[src/rtl/note_sequencer_if.sv]
// Record/playback bus for note_sequencer. Parameters must match the attached sequencer.
interface note_sequencer_if #(
  parameter int NOTE_W = 4,
  parameter int OCT_W  = 2,
  parameter int ADDR_W = 4
);
  logic              load_n;
  logic              playback;
  logic              clear;
  logic [NOTE_W-1:0] note_in;
  logic [OCT_W-1:0]  octave_in;
  logic [NOTE_W-1:0] note_out;
  logic [OCT_W-1:0]  octave_out;
  logic              note_valid;
  logic [ADDR_W:0]   count;
  logic              full;

  // note_valid qualifies note_out/octave_out on every cycle it is high; there is
  // no ready, so the consumer must accept each note for as long as it is held.
  modport master (
    output load_n, playback, clear, note_in, octave_in,
    input  note_out, octave_out, note_valid, count, full
  );

  modport slave (
    input  load_n, playback, clear, note_in, octave_in,
    output note_out, octave_out, note_valid, count, full
  );
endinterface

[src/rtl/note_sequencer.sv]
// Records {note, octave} entries on load_n falling edges and plays them back, TICK_DIV cycles each.
// Define NOTE_SEQUENCER_LOOP_EN to add the loop_en input, which repeats the sequence.
module note_sequencer #(
  parameter int DEPTH    = 16,
  parameter int ADDR_W   = 4,
  parameter int NOTE_W   = 4,
  parameter int OCT_W    = 2,
  parameter int TICK_DIV = 12500000
) (
  input  logic clk,
  input  logic reset,
`ifdef NOTE_SEQUENCER_LOOP_EN
  input  logic loop_en,
`endif
  note_sequencer_if.slave bus,
  output logic state_dbg
);
  localparam int HOLD_W = (TICK_DIV > 1) ? $clog2(TICK_DIV) : 1;
  localparam logic [HOLD_W-1:0] HOLD_LOAD = HOLD_W'(TICK_DIV - 1);
  localparam int ENT_W = NOTE_W + OCT_W;

  typedef enum logic {IDLE = 1'b0, PLAY = 1'b1} state_t;

  state_t              state, state_d;
  logic [ADDR_W:0]     count, count_d;
  logic                full_r, full_d;
  logic [ADDR_W-1:0]   rd_idx, rd_idx_d, adv_idx;
  logic [HOLD_W-1:0]   hold, hold_d;
  logic [NOTE_W-1:0]   note_r, note_d;
  logic [OCT_W-1:0]    oct_r, oct_d;
  logic                valid_r, valid_d;
  logic                load_q, play_q;
  logic                load_fall, play_rise, last, wr_en, loop_on;
  logic [ENT_W-1:0]    mem [DEPTH];

`ifdef NOTE_SEQUENCER_LOOP_EN
  assign loop_on = loop_en;
`else
  assign loop_on = 1'b0;
`endif

  assign load_fall = load_q & ~bus.load_n;
  assign play_rise = ~play_q & bus.playback;
  assign last      = ({1'b0, rd_idx} == (count - 1'b1));
  assign adv_idx   = last ? '0 : rd_idx + 1'b1;

  always_comb begin
    state_d  = state;
    count_d  = count;
    rd_idx_d = rd_idx;
    hold_d   = hold;
    note_d   = note_r;
    oct_d    = oct_r;
    valid_d  = valid_r;
    wr_en    = 1'b0;
    if (bus.clear) begin
      state_d  = IDLE;
      count_d  = '0;
      rd_idx_d = '0;
      hold_d   = '0;
      note_d   = '0;
      oct_d    = '0;
      valid_d  = 1'b0;
    end else begin
      case (state)
        IDLE: begin
          // A playback edge wins over a simultaneous record, which is dropped.
          if (play_rise) begin
            if (count != '0) begin
              state_d         = PLAY;
              rd_idx_d        = '0;
              {note_d, oct_d} = mem[0];
              valid_d         = 1'b1;
              hold_d          = HOLD_LOAD;
            end
          end else if (load_fall && !full_r) begin
            wr_en   = 1'b1;
            count_d = count + 1'b1;
          end
        end
        PLAY: begin
          if (play_rise || (hold == '0 && last && !loop_on)) begin
            state_d  = IDLE;
            rd_idx_d = '0;
            hold_d   = '0;
            note_d   = '0;
            oct_d    = '0;
            valid_d  = 1'b0;
          end else if (hold == '0) begin
            rd_idx_d        = adv_idx;
            {note_d, oct_d} = mem[adv_idx];
            hold_d          = HOLD_LOAD;
          end else begin
            hold_d = hold - 1'b1;
          end
        end
        default: state_d = IDLE;
      endcase
    end
    full_d = (count_d == (ADDR_W+1)'(DEPTH));
  end

  always_ff @(posedge clk or negedge reset) begin
    if (!reset) begin
      state   <= IDLE;
      count   <= '0;
      full_r  <= 1'b0;
      rd_idx  <= '0;
      hold    <= '0;
      note_r  <= '0;
      oct_r   <= '0;
      valid_r <= 1'b0;
      load_q  <= 1'b1;
      play_q  <= 1'b0;
    end else begin
      state   <= state_d;
      count   <= count_d;
      full_r  <= full_d;
      rd_idx  <= rd_idx_d;
      hold    <= hold_d;
      note_r  <= note_d;
      oct_r   <= oct_d;
      valid_r <= valid_d;
      load_q  <= bus.load_n;
      play_q  <= bus.playback;
    end
  end

  // Storage survives reset and clear; count alone defines what is valid.
  always_ff @(posedge clk) begin
    if (wr_en) mem[count[ADDR_W-1:0]] <= {bus.note_in, bus.octave_in};
  end

  assign bus.note_out   = note_r;
  assign bus.octave_out = oct_r;
  assign bus.note_valid = valid_r;
  assign bus.count      = count;
  assign bus.full       = full_r;
  assign state_dbg      = (state == PLAY);
endmodule

[src/flat_wrapper.sv]
// flat-port wrapper written by rule: the top's interface ports become plain ports
module note_sequencer_flat 
#(
  parameter int DEPTH    = 16,
  parameter int ADDR_W   = 4,
  parameter int NOTE_W   = 4,
  parameter int OCT_W    = 2,
  parameter int TICK_DIV = 12500000
)
  (clk, reset, state_dbg, bus_load_n, bus_playback, bus_clear, bus_note_in, bus_octave_in, bus_note_out, bus_octave_out, bus_note_valid, bus_count, bus_full);
  note_sequencer_if #(.NOTE_W(NOTE_W), .OCT_W(OCT_W), .ADDR_W(ADDR_W)) bus_i ();
  input  logic clk;
  input  logic reset;
  output logic state_dbg;
  input wire logic [$bits(bus_i.load_n)-1:0] bus_load_n;
  input wire logic [$bits(bus_i.playback)-1:0] bus_playback;
  input wire logic [$bits(bus_i.clear)-1:0] bus_clear;
  input wire logic [$bits(bus_i.note_in)-1:0] bus_note_in;
  input wire logic [$bits(bus_i.octave_in)-1:0] bus_octave_in;
  output wire logic [$bits(bus_i.note_out)-1:0] bus_note_out;
  output wire logic [$bits(bus_i.octave_out)-1:0] bus_octave_out;
  output wire logic [$bits(bus_i.note_valid)-1:0] bus_note_valid;
  output wire logic [$bits(bus_i.count)-1:0] bus_count;
  output wire logic [$bits(bus_i.full)-1:0] bus_full;
  assign bus_i.load_n = bus_load_n;
  assign bus_i.playback = bus_playback;
  assign bus_i.clear = bus_clear;
  assign bus_i.note_in = bus_note_in;
  assign bus_i.octave_in = bus_octave_in;
  assign bus_note_out = bus_i.note_out;
  assign bus_octave_out = bus_i.octave_out;
  assign bus_note_valid = bus_i.note_valid;
  assign bus_count = bus_i.count;
  assign bus_full = bus_i.full;
  note_sequencer #(.DEPTH(DEPTH), .ADDR_W(ADDR_W), .NOTE_W(NOTE_W), .OCT_W(OCT_W), .TICK_DIV(TICK_DIV)) u_core (.clk(clk), .reset(reset), .bus(bus_i), .state_dbg(state_dbg));
endmodule
[config.mk]
export PLATFORM = sky130hd
export DESIGN_NAME = note_sequencer_flat
export DESIGN_NICKNAME = d
export VERILOG_FILES = /design/src/rtl/note_sequencer_if.sv /design/src/rtl/note_sequencer.sv /design/src/flat_wrapper.sv
export SDC_FILE = /design/constraint.sdc
export NUM_CORES = 1
export LEC_CHECK = 0
export ABC_AREA = 1
export BUFFER_PORTS_ARGS = -buffer_cell sky130_fd_sc_hd__clkbuf_2
export CORE_UTILIZATION = 50
export CTS_BUF_LIST = sky130_fd_sc_hd__clkbuf_2
export DETAILED_ROUTE_END_ITERATION = 7
export GPL_TIMING_DRIVEN = 0
export MAX_ROUTING_LAYER = met4
export PLACE_DENSITY = 0.76
export SYNTH_ARGS = -nofsm -noshare
export SYNTH_HDL_FRONTEND = slang
export SYNTH_SLANG_ARGS = --single-unit
[constraint.sdc]
create_clock -name clk -period 2.65 [get_ports clk]
set_clock_uncertainty 0.1 [all_clocks]
set_input_delay 0.1325 -clock clk [delete_from_list [all_inputs] [get_ports clk]]
set_output_delay 0.1325 -clock clk [all_outputs]
set_load 0.02 [all_outputs]
==> results of run 1 <==
## flip-flops by register name (all words and copies together), names as in the netlist
signal,count
u_core.state_dbg,1
u_core.bus.count,5
u_core.mem,96
u_core.bus.octave_out,2
u_core.load_q,1
u_core.bus.note_valid,1
u_core.bus.full,1
u_core.hold,24
u_core.play_q,1
u_core.bus.note_out,4
u_core.rd_idx,4
## kinds of logic after synthesis
kind of cell / synth area share
flops: 0.589
xor+xnor: 0.0220
buf+inv: 0.0568
simple gates: 0.268
fa+ha+maj: 0.0148
compound gates: 0.0496
## worst max-delay path, cell delays in order (launching register included)
cell and delay [ps]:
dfstp_2 560, nor3b_1 350, nand3_1 300, nor2_1 280, nand2_1 230, nor2_1 470
## metal layers
layer	GRT usage	part of all wire	wire [microns]	up-vias
met5	-	0	0	-
met1	0.354	0.42	7300	2625
li1	-	-	-	2544
met3	0.0516	0.085	1470	28
met2	0.389	0.47	8130	280
met4	0.0849	0.020	353	0
## report_power, final
| group | switching, mW | total (mW) | internal [mW] | leakage (nW) |
|---|---|---|---|---|
| clock network | 0.800 | 1.24 | 0.437 | 0.136 |
| registers | 0.145 | 2.63 | 2.49 | 1.45 |
| logic | 0.829 | 1.27 | 0.443 | 1.69 |
## timing repair
| action | in CTS | in global routing |
|---|---|---|
| hold buffers | 14 | 0 |
| setup buffers | 2 | 8 |
| pin swaps | 0 | 14 |
| gates cloned | 0 | 3 |
| endpoints found under the hold margin | 167 | 0 |
| setup endpoints to repair | 37 | 73 |
| resized for setup | 7 | 75 |
## metrics by stage
step | instance area [sq um] | util | setup slack (ps) | hold WS, ps | setup TNS [ps]
2_1_floorplan | 6770 | - | 131 | -263 | 0
3_3_place_gp | 7110 | 0.537 | -151 | 136 | -952
3_5_place_dp | 7110 | 0.537 | -219 | 138 | -1990
4_1_cts | 7520 | 0.568 | 38.4 | 40.6 | 0
5_1_grt | 7940 | 0.600 | -73.7 | 27.6 | -216
6_report | 7940 | 0.600 | 51.5 | 106 | 0
## placed cells by master, fill, tap and decap left out, types with 6 or more instances in the layout
master | Yosys | layout
inv_1 | 48 | 45
nand2_1 | 168 | 163
o22ai_1 | 7 | 7
dlygate4sd3_1 | 0 | 13
nand2_2 | 6 | 9
dfrtp_1 | 43 | 42
a21oi_1 | 11 | 11
nor2_2 | 3 | 15
nor3_1 | 9 | 9
nand3_2 | 0 | 22
buf_4 | 1 | 10
edfxtp_1 | 96 | 96
ha_1 | 8 | 7
nand3_1 | 122 | 100
nor2_4 | 4 | 7
buf_6 | 7 | 6
o21ai_0 | 29 | 29
nor2_1 | 84 | 69
clkbuf_2 | 0 | 43
xor2_1 | 13 | 12
inv_2 | 7 | 8
buf_8 | 1 | 6
## path summary, 6_finish.rpt
check	start	to	slack [ps]
hold / removal	bus_clear	u_core.bus.count[0]$_DFF_PN0_	110
hold reg to reg	u_core.bus.octave_out[1]$_DFFE_PN0P_	u_core.bus.octave_out[1]$_DFFE_PN0P_	400
max in group asynchronous	reset	u_core.bus.count[0]$_DFF_PN0_	1630
setup / recovery	u_core.load_q$_DFF_PN1_	u_core.mem[14][2]$_DFFE_PP_	50
setup reg to reg	u_core.load_q$_DFF_PN1_	u_core.mem[14][2]$_DFFE_PP_	50
min in group asynchronous	reset	u_core.hold[18]$_DFFE_PN0P_	330
## area by class of cell
class,count,area (sq um),share of cell area
tap,176,220,0.0277
clock buffer,18,90.1,0.0113
clock inverter,14,144,0.0181
multi-input combinational,492,2620,0.330
inverter,56,218,0.0274
timing repair buffer,51,445,0.0561
buffer,25,221,0.0279
sequential,140,3990,0.502
==> reports/metrics.csv, run 1 <==
stage,metric,value,unit
placement,port bufs,24,
detailed_routing,post-DR wirelength/cell,17.7,microns
logic_synthesis,post-synthesis sequential area ratio,0.589,
setup_path,Worst Path Required,2950,ps
die,I/O pins,25,
logic_synthesis,top cell type's share of synthesized area,0.426,
placement,Routability Congestion,0.934,
layout,Area Overhead vs Synth,17.4,%
logic_synthesis,most common cell in the netlist,nand2_1,
clock_tree,CTS tree,done,
clock_tree,CTS clock-pin slew for the worst setup and hold paths,210,ps
flow_run,MaxCap Viol Count,0,
logic_synthesis,Mapped Avg Cell Area,9.49,sq um
placement,Post-DP HPWL,11.7,mm
detailed_routing,final WL,17.3,mm
clock_tree,# clock sinks,140,
sta,final worst path period share,0.981,
clock_tree,Skew-Pair Late Insertion Delay,730,ps
logic_synthesis,Post-Synthesis Cells,713,
min_path,Worst Hold Class,primary input to flip-flop,
logic_synthesis,synthesized cell area,6770,sq um
power_and_ir_drop,power density cells,647,nW/um^2
clock_tree,CTS buffer count,17,
layout,fill count,1117,
sta,setup violators final,0,
setup_path,Crit Path Class,flip-flop to flip-flop,
sta,final max-slew violation count,0,
placement,Cells after DPL,913,
die,initial core utilization,0.511,
power_and_ir_drop,Leakage,3.27,nW
sta,Slew HR,0.623,
logic_synthesis,Netlist cell types,39,
logic_synthesis,Commonest cells post-synth,"168 x nand2_1, 122 x nand3_1, 96 x edfxtp_1, 84 x nor2_1, 48 x inv_1",
sta,Peak Freq,385,MHz
layout,final std cells w/o fill,972,
detailed_routing,DR DRC count,0,
logic_synthesis,syn nets,732,
sta,final hold violation count,0,
power_and_ir_drop,peak supply drop,0.444,mV
global_routing,All-Layer GR Usage,0.259,
detailed_routing,antenna-violating nets left,0,
detailed_routing,Iter 0 DRT Violations,723,
logic_synthesis,Synth Flop Type,edfxtp_1,
die,die width,118,microns
die,die height,118,microns
die,cell row count,42,
logic_synthesis,asr flop ratio synth,0.314,
setup_path,CP Data Arrival Time,2900,ps
sta,unrepaired setup endpoints after global routing,yes,
setup_path,"Max FO, Critical Path",6,
detailed_routing,DR vias/cell,5.63,
logic_synthesis,Ys Warns,0,
power_and_ir_drop,Final Power,5.14,mW
die,area of the core,13200,sq um
global_routing,vias in the first global route,5037,
setup_path,Worst Reg-to-Reg Cells,5,
status,status,"complete, no violations",
logic_synthesis,post-synthesis register bit count,140,
global_routing,first-pass GRT wire length,26.4,mm
logic_synthesis,number of flops mapped to enable cells by yosys,96,
setup_path,CP Launch Type,flip-flop,
global_routing,initial antenna violation count,0,
logic_synthesis,"area leader, netlist",edfxtp_1,
clock_tree,H-tree depth,4,
layout,share of layout cells above drive strength 1,0.201,
setup_path,crit end category,flip-flop,
logic_synthesis,Area contributors post-synth,"edfxtp_1 43%, dfrtp_1 16%, nand2_1 9.3%, nand3_1 9.0%, nor2_1 4.7%",
min_path,WHS Path Cells,3,
clock_tree,Clock Tree Buf Depth,2,
die,Die ar.,14000,sq um
detailed_routing,drt pass-1 iters,6,
global_routing,grt total ovfl,0,
layout,Antenna Cells,0,
sta,Final min period,2600,ps
layout,Layout Nets,802,
sta,actual slew at the worst max-slew pin,565,ps
clock_tree,clock root cell,clkbuf_2,
global_routing,pin count of the biggest net entering global routing,29,
detailed_routing,Via Count,5477,
Power figures use the tool's default switching activity.
==> run 2, diff against run 1 <==
BUFFER_PORTS_ARGS = unset   (was -buffer_cell sky130_fd_sc_hd__clkbuf_2)
DONT_BUFFER_PORTS = 1   (was unset)
PLACE_DENSITY = 0.74   (was 0.76)
==> reports/metrics.csv, run 2 (same netlist as run 1, synthesis figures left out) <==
stage,metric,value,unit
layout,share of layout cells above drive strength 1,0.224,
sta,Final min period,2720,ps
setup_path,critical-path cell list,nor3b_1 -> nand3_1 -> nor2_1 -> nand2_1 -> nor2_1,
global_routing,initial antenna violation count,1,
sta,setup slack after layout,-65.7,ps
clock_tree,clock root cell,clkbuf_2,
min_path,Worst Hold Class,primary input to flip-flop,
min_path,WHS Path Cells,2,
die,cell row count,42,
detailed_routing,final WL,17.9,mm
setup_path,Worst Path Required,2920,ps
clock_tree,CTS clock-pin slew for the worst setup and hold paths,190,ps
detailed_routing,Via Count,5473,
sta,final max-slew violation count,0,
sta,final hold violation count,0,
placement,Routability Congestion,0.967,
detailed_routing,met2 WL,8.70,mm
setup_path,CP dominant cell by count,nor2_1,
sta,Peak Freq,368,MHz
setup_path,CP Data Arrival Time,2990,ps
layout,"most common cell after layout, fill and taps aside",nand2_1,
setup_path,"Max FO, Critical Path",6,
die,Die ar.,14000,sq um
global_routing,pin count of the biggest net entering global routing,45,
placement,port bufs,0,
global_routing,first-pass GRT wire length,27.2,mm
power_and_ir_drop,Final Power,5.19,mW
detailed_routing,drt pass-1 iters,6,
power_and_ir_drop,Leakage,3.28,nW
layout,Area Overhead vs Synth,19.4,%
setup_path,Crit Path Class,flip-flop to flip-flop,
detailed_routing,wire length on met1,7.46,mm
sta,Setup TNS,-617,ps
detailed_routing,antenna-violating nets left,0,
status,status,"complete, but fails checks",
die,initial core utilization,0.511,
setup_path,Crit path max-delay family,simple AND/OR/NAND/NOR gates,
detailed_routing,top sig layer,met4,
die,I/O pins,25,
setup_path,Levels on crit path,5,
clock_tree,Clock Tree Buf Depth,2,
power_and_ir_drop,power density cells,642,nW/um^2
clock_tree,CTS buffer count,17,
layout,Layout Nets,791,
placement,Post-DP HPWL,11.8,mm
flow_run,MaxCap Viol Count,0,
global_routing,grt total ovfl,0,
die,die width,118,microns
clock_tree,Skew-Pair Late Insertion Delay,740,ps
global_routing,All-Layer GR Usage,0.269,
setup_path,Crit path buffers/inverters,0,
sta,actual slew at the worst max-slew pin,738,ps
power_and_ir_drop,peak supply drop,0.415,mV
setup_path,crit end category,flip-flop,
setup_path,Worst Reg-to-Reg Cells,5,
sta,unrepaired setup endpoints after global routing,yes,
detailed_routing,metal3 WL,1.28,mm
clock_tree,CTS tree,done,
detailed_routing,DR DRC count,0,
global_routing,vias in the first global route,5119,
sta,setup violators final,21,
setup_path,slowest CP cell,dfrtp_1,
clock_tree,H-tree depth,4,
die,die height,118,microns
setup_path,CP max stage delay,530,ps
sta,Slew HR,0.506,
layout,most frequent cells in the layout,"155 x nand2_1, 96 x edfxtp_1, 81 x nand3_1",
die,area of the core,13200,sq um
layout,fill count,1110,
status,failing checks,setup timing,
sta,final hold slack,109,ps
layout,Multi-input gate area,2730,sq um
detailed_routing,Iter 0 DRT Violations,707,
setup_path,CP Launch Type,flip-flop,
layout,FF+latch area,3990,sq um
sta,final worst path period share,1.02,
layout,max FFs per register,96,
detailed_routing,DR vias/cell,5.69,
setup_path,R2R Setup Slk,-70,ps
clock_tree,# clock sinks,140,
detailed_routing,post-DR wirelength/cell,18.7,microns
-- run 2: cell count changes in the layout (fill, tap and decap cells not counted), moves of 4 or more --
cell / delta
clkbuf_2: -23
nand3_1: -19
nand3_2: +18
buf_4: +9
nand2_1: -8
nand2_2: +8
buf_6: +5
inv_2: -4
-- run 2: report_power, final --
part	switching, mW	internal (mW)
Sequential	0.196	2.49
Clock	0.814	0.437
Combinational	0.814	0.438
Total	1.82	3.36
-- run 2: repair_timing --
item,CTS,global route
gates cloned,2,1
setup buffers,13,10
hold buffers,15,0
pin swaps,10,21
setup endpoints to repair,52,113
resized for setup,33,83
hold endpoints to repair,274,0
-- run 2: layer usage --
layer  global-route usage  up-vias
li1                     -     2536
met1                0.343     2637
met2                0.422      256
met3               0.0531       44
met4                0.111        0
met5                    -        -
-- run 2: path summary, 6_finish.rpt --
check / start / to
hold reg to reg: u_core.hold[21]$_DFFE_PN0P_ / u_core.hold[21]$_DFFE_PN0P_
setup / recovery: u_core.bus.full$_DFF_PN0_ / u_core.mem[12][3]$_DFFE_PP_
min in group asynchronous: reset / u_core.bus.note_valid$_DFFE_PN0P_
setup reg to reg: u_core.bus.full$_DFF_PN0_ / u_core.mem[12][3]$_DFFE_PP_
max in group asynchronous: reset / u_core.load_q$_DFF_PN1_
hold / removal: bus_clear / u_core.bus.count[1]$_DFF_PN0_
-- run 2: final cells by class --
class	instances	share of cell area
Sequential cell	140	0.493
Multi-Input combinational cell	492	0.337
Timing Repair Buffer	41	0.0582
Inverter	56	0.0279
Tap cell	176	0.0273
Buffer	24	0.0265
Clock inverter	14	0.0180
Clock buffer	18	0.0111
Antenna cell	1	0.000310
-- run 2: metrics by stage --
| stage | worst slack, ps | util | std cells | instance area (sq um) |
|---|---|---|---|---|
| finish | -65.7 | 0.610 | 962 | 8080 |
| global route | -109 | 0.610 | 962 | 8080 |
| CTS | 5.52 | 0.579 | 950 | 7670 |
| detailed placement | -329 | 0.527 | 889 | 6990 |
| global placement | -306 | 0.527 | 889 | 6990 |
| floorplan | 131 | - | 713 | 6770 |
==> run 3, diff against run 2 <==
ABC_AREA = 0   (was 1)
==> reports/metrics.csv, run 3 <==
stage,metric,value,unit
global_routing,initial antenna violation count,1,
setup_path,critical-path cell list,buf_2 -> nand3_1 -> a221oi_4 -> o211a_1 -> buf_6 -> nand2_4 -> a21oi_4 -> inv_4 -> clkbuf_16 -> a22o_1,
setup_path,R2R Setup Slk,-50,ps
setup_path,"Max FO, Critical Path",10,
global_routing,pin count of the biggest net entering global routing,45,
power_and_ir_drop,sequential share of power,0.557,
sta,final hold violation count,0,
die,area of the core,12200,sq um
logic_synthesis,"area leader, netlist",edfxtp_1,
logic_synthesis,Synth Area in Compound Gates,0.147,
status,status,"complete, but fails checks",
layout,final design area excluding fillers,7360,sq um
setup_path,crit end category,flip-flop,
global_routing,first-pass GRT wire length,23.6,mm
die,die height,114,microns
layout,share of layout cells above drive strength 1,0.245,
detailed_routing,Iter 0 DRT Violations,480,
logic_synthesis,asr flop ratio synth,0.314,
sta,unrepaired setup endpoints after global routing,yes,
detailed_routing,drt pass-1 iters,5,
detailed_routing,Via Count,4390,
logic_synthesis,simple-gate share of the synthesized area,0.110,
logic_synthesis,Area contributors post-synth,"edfxtp_1 46%, dfrtp_1 17%, mux4_2 3.2%, o21ai_0 2.4%, mux2i_1 2.1%",
power_and_ir_drop,Leakage,2.73,nW
global_routing,grt total ovfl,0,
sta,Final min period,2700,ps
setup_path,reg2reg start,u_core.bus.count[3]$_DFF_PN0_,
clock_tree,H-tree depth,4,
sta,Slew HR,0.456,
setup_path,CP max stage delay,540,ps
sta,setup violators final,18,
setup_path,CP Launch Point,u_core.bus.count[3]$_DFF_PN0_,
setup_path,slowest CP cell,dfrtp_1,
placement,Placed Area,6510,sq um
sta,final worst path period share,1.02,
flow_run,MaxCap Viol Count,0,
setup_path,CP Launch Type,flip-flop,
power_and_ir_drop,Switch Pwr,1.27,mW
clock_tree,CTS clock-pin slew for the worst setup and hold paths,250,ps
sta,actual slew at the worst max-slew pin,813,ps
placement,Post-DP HPWL,9.64,mm
power_and_ir_drop,power density cells,592,nW/um^2
logic_synthesis,XOR/XNOR share of the synthesized area,0.0167,
logic_synthesis,most common cell in the netlist,edfxtp_1,
logic_synthesis,Commonest cells post-synth,"96 x edfxtp_1, 43 x dfrtp_1, 34 x nor2_1, 30 x o21ai_0, 27 x nand2_1",
die,cell row count,40,
logic_synthesis,Ys Warns,0,
setup_path,Crit path buffers/inverters,4,
sta,setup slack after layout,-49.6,ps
setup_path,Crit Path Class,flip-flop to flip-flop,
logic_synthesis,Netlist cell types,63,
power_and_ir_drop,Final Power,4.35,mW
die,die width,114,microns
setup_path,CP Capture Point,u_core.hold[12]$_DFFE_PN0P_,
power_and_ir_drop,internal power,3.08,mW
setup_path,CP Data Arrival Time,3220,ps
logic_synthesis,post-synthesis mux area share,0.0529,
power_and_ir_drop,combinational power share,0.135,
setup_path,Worst Path Required,3170,ps
status,failing checks,setup timing,
clock_tree,CTS tree,done,
die,Die ar.,13000,sq um
detailed_routing,post-DR wirelength/cell,21.1,microns
logic_synthesis,Synth Flop Type,edfxtp_1,
min_path,WHS Path Cells,1,
detailed_routing,DR DRC count,0,
setup_path,Levels on crit path,10,
logic_synthesis,syn nets,497,
clock_tree,# clock sinks,140,
clock_tree,CTS buffer count,17,
setup_path,Crit path max-delay family,compound AO/OA/AOI/OAI gates,
die,initial core utilization,0.518,
sta,Setup TNS,-330,ps
sta,final max-slew violation count,0,
logic_synthesis,Post-Synth Adder-Cell Area,0.0159,
logic_synthesis,top cell type's share of synthesized area,0.458,
global_routing,All-Layer GR Usage,0.253,
layout,most frequent cells in the layout,"96 x edfxtp_1, 41 x dfrtp_1, 27 x o21ai_0",
placement,dpl ws,-517,ps
clock_tree,Skew-Pair Late Insertion Delay,730,ps
logic_synthesis,Mapped Avg Cell Area,13.2,sq um
logic_synthesis,main combinational cell family by area after synthesis,compound AO/OA/AOI/OAI gates,
detailed_routing,antenna-violating nets left,0,
detailed_routing,final WL,15.0,mm
die,I/O pins,25,
layout,max FFs per register,96,
sta,Peak Freq,370,MHz
layout,"most common cell after layout, fill and taps aside",edfxtp_1,
power_and_ir_drop,Switching Fraction,0.291,
layout,Layout Nets,549,
sta,final hold slack,272,ps
placement,Routability Congestion,0.880,
logic_synthesis,post-synthesis sequential area ratio,0.633,
setup_path,Worst Reg-to-Reg Cells,10,
clock_tree,clock root cell,clkbuf_2,
placement,port bufs,0,
logic_synthesis,post-synthesis register bit count,140,
logic_synthesis,number of flops mapped to enable cells by yosys,96,
logic_synthesis,synthesized cell area,6290,sq um
logic_synthesis,Post-Synthesis Cells,478,
global_routing,vias in the first global route,4398,
layout,Area Overhead vs Synth,16.9,%
power_and_ir_drop,peak supply drop,0.700,mV
power_and_ir_drop,Clk pwr share,0.309,
clock_tree,Clock Tree Buf Depth,2,
setup_path,r2r endpoint,u_core.hold[12]$_DFFE_PN0P_,
detailed_routing,DR vias/cell,6.17,
min_path,Worst Hold Class,primary input to flip-flop,
==> run 3: cell types whose count changed in the layout (fill, tap and decap cells not counted), sizes merged, moves of 9 or more <==
cell	change
nand3	-113
mux2i	+13
o31ai	+9
a21o	+10
nand2	-148
nor2	-58
a211oi	+9
mux4	+9
buf	-14
inv	-40
a22o	+10
nor3	+15
a31oi	+10
==> run 3: per-layer routing <==
metal	GRT usage	wire length, microns	vias up
met4	0.0883	216	0
li1	-	-	1973
met3	0.0630	1090	26
met2	0.400	7450	190
met5	-	0	-
met1	0.320	6260	2201
==> run 3: per-stage QoR <==
| step | util | cells |
|---|---|---|
| global placement | 0.535 | 646 |
| floorplan | - | 478 |
| detailed placement | 0.535 | 646 |
| global route | 0.605 | 712 |
| finish | 0.605 | 712 |
| CTS | 0.585 | 701 |
==> run 3: layout make-up <==
type                    instances  area, sq um
diodes                          1         2.50
plain buffers                  23          138
clock buffers                  17         85.1
multi-input cells             306         2370
inverters                       9         36.3
repair buffers                 33          358
clock inverters                15          175
flip-flops and latches        140         3990
well taps                     168          210
fillers                       925         4800
==> run 3: power by group through the flow <==
stage	sequential [mW]	clock, mW	combinational [mW]
finish	2.42	1.34	0.586
global route	2.43	1.45	0.638
CTS	2.42	1.36	0.531
detailed placement	2.47	0	0.435
global placement	2.46	0	0.425
floorplan	2.46	0	0.346
==> run 3: logic make-up after synthesis <==
kind of cell,count (synthesis)
flops,140
buf+inv,32
simple gates,130
fa+ha+maj,8
compound gates,134
mux,22
xor+xnor,12
==> run 3: worst reg2reg max path, stage by stage, from the launching register on <==
cell,delay [ps]
dfrtp_1,540
buf_2,320
nand3_1,180
a221oi_4,330
o211a_1,180
buf_6,140
nand2_4,60
a21oi_4,250
inv_4,120
clkbuf_16,180
a22o_1,200
==> run 3: how the worst min path moves through the flow <==
stage	from	slack (ps)	to
after floorplan	reset	-260	u_core.bus.count[0]$_DFF_PN0_
after global placement	reset	-260	u_core.hold[10]$_DFFE_PN0P_
after detailed placement	reset	-260	u_core.hold[9]$_DFFE_PN0P_
after CTS	bus_clear	220	u_core.bus.count[0]$_DFF_PN0_
after global routing	bus_note_in[2]	250	u_core.mem[7][4]$_DFFE_PP_
final	bus_note_in[2]	270	u_core.mem[2][4]$_DFFE_PP_
==> run 3: timing repair <==
item | 4_1_cts | 5_1_grt
pin swaps | 6 | 7
endpoints found under the hold margin | 195 | 0
buffers inserted | 8 | 9
hold buffers | 15 | 0
endpoints found under the setup margin | 63 | 116
resized for setup | 22 | 43
gates cloned | 0 | 1
